==> src/rtl/uart_rx_cfg.sv <==
// Configurable UART receiver: runtime baud divisor, 5..9 data bits, optional
// even/odd parity, 3-sample majority voting and a valid/ready output with overrun flag.
module uart_rx_cfg #(
  parameter int DATA_BITS  = 8,
  parameter int OVERSAMPLE = 16,
  parameter int DIV_W      = 16
) (
  input  logic                 clk,
  input  logic                 rst_n,
  input  logic                 rx_i,
  input  logic [DIV_W-1:0]     divisor,
  input  logic [1:0]           parity_mode,
  output logic [DATA_BITS-1:0] data_o,
  output logic                 valid_o,
  input  logic                 ready_i,
  output logic                 parity_err_o,
  output logic                 frame_err_o,
  output logic                 overrun_o,
  output logic                 busy_o,
  output logic [2:0]           dbg_state_o
);

  localparam int S_W = $clog2(OVERSAMPLE);
  localparam int B_W = $clog2(DATA_BITS);
  localparam logic [S_W-1:0] S_LO   = S_W'(OVERSAMPLE / 2 - 1);
  localparam logic [S_W-1:0] S_MID  = S_W'(OVERSAMPLE / 2);
  localparam logic [S_W-1:0] S_VOTE = S_W'(OVERSAMPLE / 2 + 1);
  localparam logic [S_W-1:0] S_LAST = S_W'(OVERSAMPLE - 1);
  localparam logic [B_W-1:0] B_LAST = B_W'(DATA_BITS - 1);

  typedef enum logic [2:0] {
    IDLE   = 3'd0,
    START  = 3'd1,
    DATA   = 3'd2,
    PARITY = 3'd3,
    STOP   = 3'd4
  } state_t;

  state_t state, state_nx;

  logic                 rx_meta, rx_s, rx_d;
  logic                 fall;
  logic [DIV_W-1:0]     div_cnt;
  logic                 tick;
  logic [S_W-1:0]       s_cnt;
  logic                 samp_a, samp_b;
  logic                 vote, vote_tick, bit_end;
  logic [B_W-1:0]       bit_cnt;
  logic [DATA_BITS-1:0] shreg;
  logic [1:0]           par_mode_r;
  logic                 par_en, acc, perr;
  logic                 complete, accept;

  // Synchronizer flops reset to the idle level so reset release never fakes an edge.
  always_ff @(posedge clk or negedge rst_n) begin
    if (!rst_n) begin
      rx_meta <= 1'b1;
      rx_s    <= 1'b1;
      rx_d    <= 1'b1;
    end else begin
      rx_meta <= rx_i;
      rx_s    <= rx_meta;
      rx_d    <= rx_s;
    end
  end

  assign fall      = rx_d & ~rx_s;
  assign tick      = (state != IDLE) && (div_cnt == divisor);
  assign vote      = (samp_a & samp_b) | (samp_a & rx_s) | (samp_b & rx_s);
  assign vote_tick = tick && (s_cnt == S_VOTE);
  assign bit_end   = tick && (s_cnt == S_LAST);
  assign par_en    = (par_mode_r == 2'd1) || (par_mode_r == 2'd2);
  assign complete  = (state == STOP) && vote_tick;
  assign accept    = valid_o & ready_i;

  always_ff @(posedge clk or negedge rst_n) begin
    if (!rst_n) begin
      div_cnt <= '0;
      s_cnt   <= '0;
      samp_a  <= 1'b0;
      samp_b  <= 1'b0;
    end else if (state == IDLE) begin
      div_cnt <= '0;
      s_cnt   <= '0;
    end else if (tick) begin
      div_cnt <= '0;
      s_cnt   <= (s_cnt == S_LAST) ? '0 : s_cnt + S_W'(1);
      if (s_cnt == S_LO)  samp_a <= rx_s;
      if (s_cnt == S_MID) samp_b <= rx_s;
    end else begin
      div_cnt <= div_cnt + DIV_W'(1);
    end
  end

  always_ff @(posedge clk or negedge rst_n) begin
    if (!rst_n) state <= IDLE;
    else        state <= state_nx;
  end

  // STOP completes at its vote tick, so a following start bit is never missed.
  always_comb begin
    state_nx = state;
    case (state)
      IDLE:    if (fall) state_nx = START;
      START: begin
        if (vote_tick && vote) state_nx = IDLE;
        else if (bit_end)      state_nx = DATA;
      end
      DATA:    if (bit_end && bit_cnt == B_LAST) state_nx = par_en ? PARITY : STOP;
      PARITY:  if (bit_end) state_nx = STOP;
      STOP:    if (vote_tick) state_nx = IDLE;
      default: state_nx = IDLE;
    endcase
  end

  always_ff @(posedge clk or negedge rst_n) begin
    if (!rst_n) begin
      bit_cnt    <= '0;
      shreg      <= '0;
      par_mode_r <= 2'd0;
      acc        <= 1'b0;
      perr       <= 1'b0;
    end else begin
      if (state == IDLE && fall) begin
        par_mode_r <= parity_mode;
        acc        <= 1'b0;
        bit_cnt    <= '0;
      end
      if (state == DATA && vote_tick) begin
        shreg <= {vote, shreg[DATA_BITS-1:1]};
        acc   <= acc ^ vote;
      end
      if (state == DATA && bit_end) bit_cnt <= bit_cnt + B_W'(1);
      if (state == PARITY && vote_tick)
        perr <= (par_mode_r == 2'd1) ? (acc ^ vote) : ~(acc ^ vote);
    end
  end

  // Output handshake: a frame is held while valid_o=1 and leaves when valid_o&ready_i;
  // a completion may reload in the same cycle as that handshake.
  always_ff @(posedge clk or negedge rst_n) begin
    if (!rst_n) begin
      data_o       <= '0;
      valid_o      <= 1'b0;
      parity_err_o <= 1'b0;
      frame_err_o  <= 1'b0;
      overrun_o    <= 1'b0;
    end else if (complete) begin
      if (!valid_o || ready_i) begin
        data_o       <= shreg;
        parity_err_o <= par_en & perr;
        frame_err_o  <= ~vote;
        valid_o      <= 1'b1;
        if (accept) overrun_o <= 1'b0;
      end else begin
        overrun_o <= 1'b1;
      end
    end else if (accept) begin
      valid_o   <= 1'b0;
      overrun_o <= 1'b0;
    end
  end

  assign busy_o      = (state != IDLE);
  assign dbg_state_o = state;

endmodule

==> config.mk <==
export PLATFORM = sky130hd
export DESIGN_NAME = uart_rx_cfg
export DESIGN_NICKNAME = d
export VERILOG_FILES = /design/src/rtl/uart_rx_cfg.sv
export SDC_FILE = /design/constraint.sdc
export NUM_CORES = 1
export LEC_CHECK = 0
export CAP_MARGIN = 40
export CORE_MARGIN = 2
export CORE_UTILIZATION = 45
export CTS_CLUSTER_DIAMETER = 100
export DETAILED_ROUTE_END_ITERATION = 7
export MAX_ROUTING_LAYER = met4
export PLACE_DENSITY = 0.72
export SYNTH_ARGS = -nofsm -noshare
export SYNTH_HDL_FRONTEND = slang
export SYNTH_SLANG_ARGS = --single-unit
==> constraint.sdc <==
create_clock -name clk -period 2.4 [get_ports clk]
set_clock_uncertainty 0.1 [all_clocks]
set_input_delay 0.48 -clock clk [delete_from_list [all_inputs] [get_ports clk]]
set_output_delay 0.48 -clock clk [all_outputs]
set_load 0.05 [all_outputs]
# Word-level counts from Yosys, hierarchy flattened
# Cells that the tools add are included.
[totals] elab_cells=100 in_bits=22 regBits=55
[classes] bitwise=13 n_eq_ne=18 muxes=24 reduce_logical=24 add_sub_neg=3
[op_table] op="$mux W16" count=2
[op_table] op="$mux W3" count=9
[op_table] op="$add A16 B1 Y16 const B" count=1
[op_table] op="$eq A16 B16 Y1" count=1
[op_table] op="$pmux W3 S5" count=1
[op_table] op="$eq A4 B4 Y1 const B" count=3
[op_table] op="$mux W4" count=3
[op_table] op="$logic_and A1 B1 Y1" count=10
[op_table] op="$mux W1" count=9
[op_table] op="$ne A2 B2 Y1 const B" count=4
[op_table] op="$reduce_bool A2 Y1" count=4
[op_table] op="$and A1 B1 Y1" count=6
[op_table] op="$eq A3 B2 Y1 const B" count=2
[op_table] op="$eq A3 B3 Y1 const B" count=2
[op_table] op="$reduce_and A3 Y1" count=2
[op_table] op="$reduce_and A5 Y1" count=1
[op_table] op="$add A4 B1 Y4 const B" count=1
[op_table] op="$eq A4 B3 Y1 const B" count=1
[op_table] op="$not A1 Y1" count=4
[op_table] op="$reduce_and A2 Y1" count=2
[op_table] op="$add A3 B1 Y3 const B" count=1
[op_table] op="$eq A3 B1 Y1 const B" count=1
[op_table] op="$logic_not A3 Y1" count=1
[op_table] op="$ne A3 B3 Y1 const B" count=1
[op_table] op="other kinds (8)" count=10

# Depth between registers and ports, before layout
[logic_depth] depth_word=6 ltp_mapped=9

# Least setup slack after synthesis
# Ideal clock, no wire load.
[synth_path] path_type="register to register" startpoint="register state[2] (netlist: dbg_state_o[2])" endpoint="register data_o[0]" arrival_time_ns=2.218 setup_ns=0.125 stages_incl_launch_ff=6 setup_slack_ns=-0.042 path_cell_list="dfrtp_1 or3b_2 nor2_1 nand2_1 nor3_2 mux2_2"
[synth_between] elab_chain_len=5 elab_cells_between_ends=6
[synth_rtl] element="start: declaration" line="39" source="state_t state, state_nx;"
[synth_rtl] element="start signal: assignment" line="97" source="else state <= state_nx;"
[synth_rtl] element="$reduce_bool A3 Y1" line="68" source="assign tick = (state != IDLE) && (div_cnt == divisor);"
[synth_rtl] element="$logic_and A1 B1 Y1" line="68"
[synth_rtl] element="$logic_and A1 B1 Y1" line="70" source="assign vote_tick = tick && (s_cnt == S_VOTE);"
[synth_rtl] element="$logic_and A1 B1 Y1 (*)" line="73" source="assign complete = (state == STOP) && vote_tick;"
[synth_rtl] element="$reduce_and A2 Y1 (no line) (*)"
[synth_rtl] element="end signal: assignment" line="150" source="data_o <= shreg;"
[synth_rtl] element="end: declaration" line="13" source="output logic [DATA_BITS-1:0] data_o,"
# Every way passes the cells marked *; elsewhere a longest branch is shown, timed or not.
# A chain may end at the register's enable or synchronous reset.

# Worst setup path after layout
[layout_path] startpoint="input port divisor[6]" endpoint="register shreg[2]"
[layout_between] elab_chain_len=4
[layout_rtl] element="start: declaration" line="11" source="input logic [DIV_W-1:0] divisor,"
[layout_rtl] element="$eq A16 B16 Y1" line="68"
[layout_rtl] element="$logic_and A1 B1 Y1" line="68"
[layout_rtl] element="$logic_and A1 B1 Y1" line="70"
[layout_rtl] element="$logic_and A1 B1 Y1" line="129" source="if (state == DATA && vote_tick) begin"
[layout_rtl] element="end signal: assignment" line="130" source="shreg <= {vote, shreg[DATA_BITS-1:1]};"
[layout_rtl] element="end: declaration" line="49" source="logic [DATA_BITS-1:0] shreg;"
# No other way between the ends.

==> impl_metrics.json <==
{
  "status": "complete, no violations",
  "wl_per_cell_um": 14.51,
  "die_w_um": 81.84,
  "die_area_um2": 6697,
  "power_density_nw_per_um2": 566.4,
  "worst_slew_pin_slew_ns": 0.5949,
  "synthesis.area_um2": 2726,
  "crit_required_ns": 2.52,
  "syn_inst": 242,
  "reg2reg_slack_ns": 0.02,
  "grt_pass1_vias": 2020,
  "synthArstFlopShare": 1.000,
  "maxSlewHeadroom": 0.6034,
  "hold_path.class": "in2async",
  "cts_tree": "done",
  "period_minus_slack_ns": 2.388,
  "fillers": 486,
  "hpwl_um": 3927,
  "rsz0062_at_grt": "yes",
  "critPathArrivalTime_ns": 2.51,
  "n_antenna_cell": 0,
  "cts_root_buf": "clkbuf_8",
  "via_count": 2029,
  "synth-seq-area-share": 0.5062,
  "fmax_mhz": 418.8,
  "postPlaceCellArea_um2": 3299,
  "yosysUniqueCellTypes": 41,
  "grt_pass1_wl_um": 9404,
  "rows": 28,
  "p_sw_uw": 587.1,
  "io_buffers": 37,
  "timing.rr.start": "div_cnt[12]",
  "antenna_found_initial": 0,
  "intPower_uw": 1416,
  "drive_above_1_share": 0.2459,
  "cts_buffers": 5,
  "path_class": "in2reg",
  "viasPerCell": 5.339,
  "synth_flop_cell": "dfrtp_1",
  "ir_worst_vdd_v": 0.0003629,
  "worstReg2RegEnd": "shreg[2]",
  "power_frac_seq": 0.538,
  "p_leak_uw": 0.001706,
  "reg2regPathDepth": 6,
  "grt-ovfl-total": 0,
  "setup_viol": 0,
  "final_area_um2": 3536,
  "crit_path_start_kind": "input pin",
  "hold_buffers": 0,
  "avgSynthCellArea_um2": 11.27,
  "final_max_slew_viol_count": 0,
  "synth_edf_count": 0,
  "ios": 38,
  "cap_violations": 0,
  "nNetsFinal": 333,
  "clkSlewWorstSetupHoldPaths_ns": 0.11,
  "start_util": 0.4632,
  "syn2layout_area_growth_pct": 29.69,
  "drc": 0,
  "grt_usage": 0.1897,
  "ant_nets": 0,
  "swShare": 0.2932,
  "ys_seq_elements": 55,
  "synth_top_area_share": 0.4773,
  "insertion_delay_ns": 0.32,
  "yosysWarnings": 0,
  "hold_ws_ns": 0.05252,
  "core_um2": 5886,
  "htreeDepth": 2,
  "wl_um": 5512,
  "endpoint_kind": "flip-flop",
  "period_share": 0.9949,
  "syn_nets": 271,
  "hold_violations": 0,
  "numClockSinks": 55,
  "clkPwrFrac": 0.271,
  "pwr-share-comb": 0.191,
  "clockBufferDepth": 2,
  "grt_max_degree": 31,
  "synthTopCellsByArea": "dfrtp_1 (48%), xor2_1 (6.7%), mux2_2 (5.8%)",
  "globalplace.congestion": 0.8269,
  "synth_top_cell_by_area": "dfrtp_1",
  "drtIter0Drc": 44,
  "dieHeight_um": 81.84,
  "worstPathMaxFanout": 8,
  "firstDrtPassIters": 4
}
repair_timing:
| item | in CTS | in global routing |
|---|---|---|
| gates resized for setup | 8 | 18 |
| cloned | 2 | 0 |
| setup buffers | 3 | 2 |
| endpoints found under the hold margin | 0 | 0 |
| pin swaps | 4 | 11 |
| setup endpoints to repair | 23 | 29 |
cell usage in the layout, fill, tap and decap left out, drive strengths merged, types with 2 or more instances in the layout:
cell type / count
xnor2: 11
dfstp: 3
nand4: 3
o31ai: 2
dlymetal6s2s: 10
nor2b: 2
a21oi: 4
nor4: 7
xor2: 21
or3: 3
inv: 13
nand2b: 3
nand3b: 2
or4: 3
mux2i: 4
nand2: 17
nand3: 6
nor2: 20
mux2: 22
dfrtp: 52
buf: 27
clkdlybuf4s50: 21
clkbuf: 5
and3: 3
ha: 7
o21ai: 3
o22ai: 3
nor3: 12
dlygate4sd2: 4
how the worst max path moves through the flow:
stage                    from           to  cells after the start
2_1_floorplan  dbg_state_o[0]  div_cnt[10]                      6
3_3_place_gp      divisor[11]   bit_cnt[2]                      7
3_5_place_dp      divisor[11]   bit_cnt[1]                      7
4_1_cts            divisor[2]     shreg[2]                      7
5_1_grt            div_cnt[3]     s_cnt[3]                      8
6_report           divisor[6]     shreg[2]                      7
metrics by stage:
stage | instances | power (µW) | worst slack, ns | utilization | TNS [ns]
4_1_cts | 378 | 2005 | 0.001365 | 0.5848 | 0
3_5_place_dp | 365 | 1458 | -0.5091 | 0.5606 | -13.56
5_1_grt | 380 | 2125 | -0.06493 | 0.6008 | -0.5130
6_report | 380 | 2003 | 0.01214 | 0.6008 | 0
3_3_place_gp | 365 | 1448 | -0.5217 | 0.5606 | -14.69
2_1_floorplan | 242 | 1293 | 0.01279 | - | 0
critical path, cell delays in order:
cell,delay [ns]
clkdlybuf4s50_1,0.43
xor2_1,0.18
nor4_2,0.17
nand4_1,0.14
buf_6,0.16
or4_4,0.61
mux2_4,0.33
layer usage:
layer,share of wire,track usage
met2,0.50,0.3041
met3,0.046,0.04615
met5,0,-
met4,0.0089,0.04833
met1,0.44,0.2427
power by group through the flow:
stage / logic (µW) / clock network, µW / registers [µW]
floorplan: 201 / 0 / 1090
global placement: 359 / 0 / 1090
detailed placement: 365 / 0 / 1090
CTS: 372 / 558 / 1080
global route: 433 / 602 / 1090
finish: 383 / 543 / 1080
cell usage after synthesis, types with 2 or more instances:
library cell,n
o22ai_1,3
and3_1,3
nand4_1,3
dfstp_2,3
o31ai_1,2
ha_1,7
nor4_1,7
buf_6,2
mux2i_1,4
mux2_4,8
nand2_1,17
nand3b_1,2
nor2b_1,2
clkbuf_1,4
dfrtp_1,52
nand3_1,6
nand2b_1,3
or3_1,3
xnor2_1,11
xor2_1,21
o21ai_0,3
a21oi_1,4
inv_1,11
mux2_2,14
or4_1,2
nor2_1,20
nor3_1,11
area by class of cell:
class | instances | area [µm²] | share of cell area
Tap cell | 75 | 93.84 | 0.02654
Clock inverter | 3 | 26.28 | 0.007431
Multi-Input combinational cell | 169 | 1326 | 0.3751
Sequential cell | 55 | 1381 | 0.3907
Timing Repair Buffer | 62 | 598.1 | 0.1691
Clock buffer | 5 | 68.82 | 0.01946
Inverter | 11 | 41.29 | 0.01168
cells by family after synthesis:
logic type	Yosys count	share of synthesized area
AO/OA/AOI/OAI	18	0.04498
buffers and inverters	18	0.03166
AND/OR/NAND/NOR	85	0.1620
flip-flops	55	0.5062
multiplexers	26	0.1166
XOR/XNOR	32	0.1028
adder cells (fa/ha/maj)	8	0.03579
flip-flops by register name, summed over array words and instances (netlist names), 2 cells and up:
| register | cells |
|---|---|
| s_cnt | 4 |
| par_mode_r | 2 |
| dbg_state_o | 3 |
| div_cnt | 16 |
| shreg | 8 |
| data_o | 8 |
| bit_cnt | 3 |
Power figures use the tool's default switching activity.
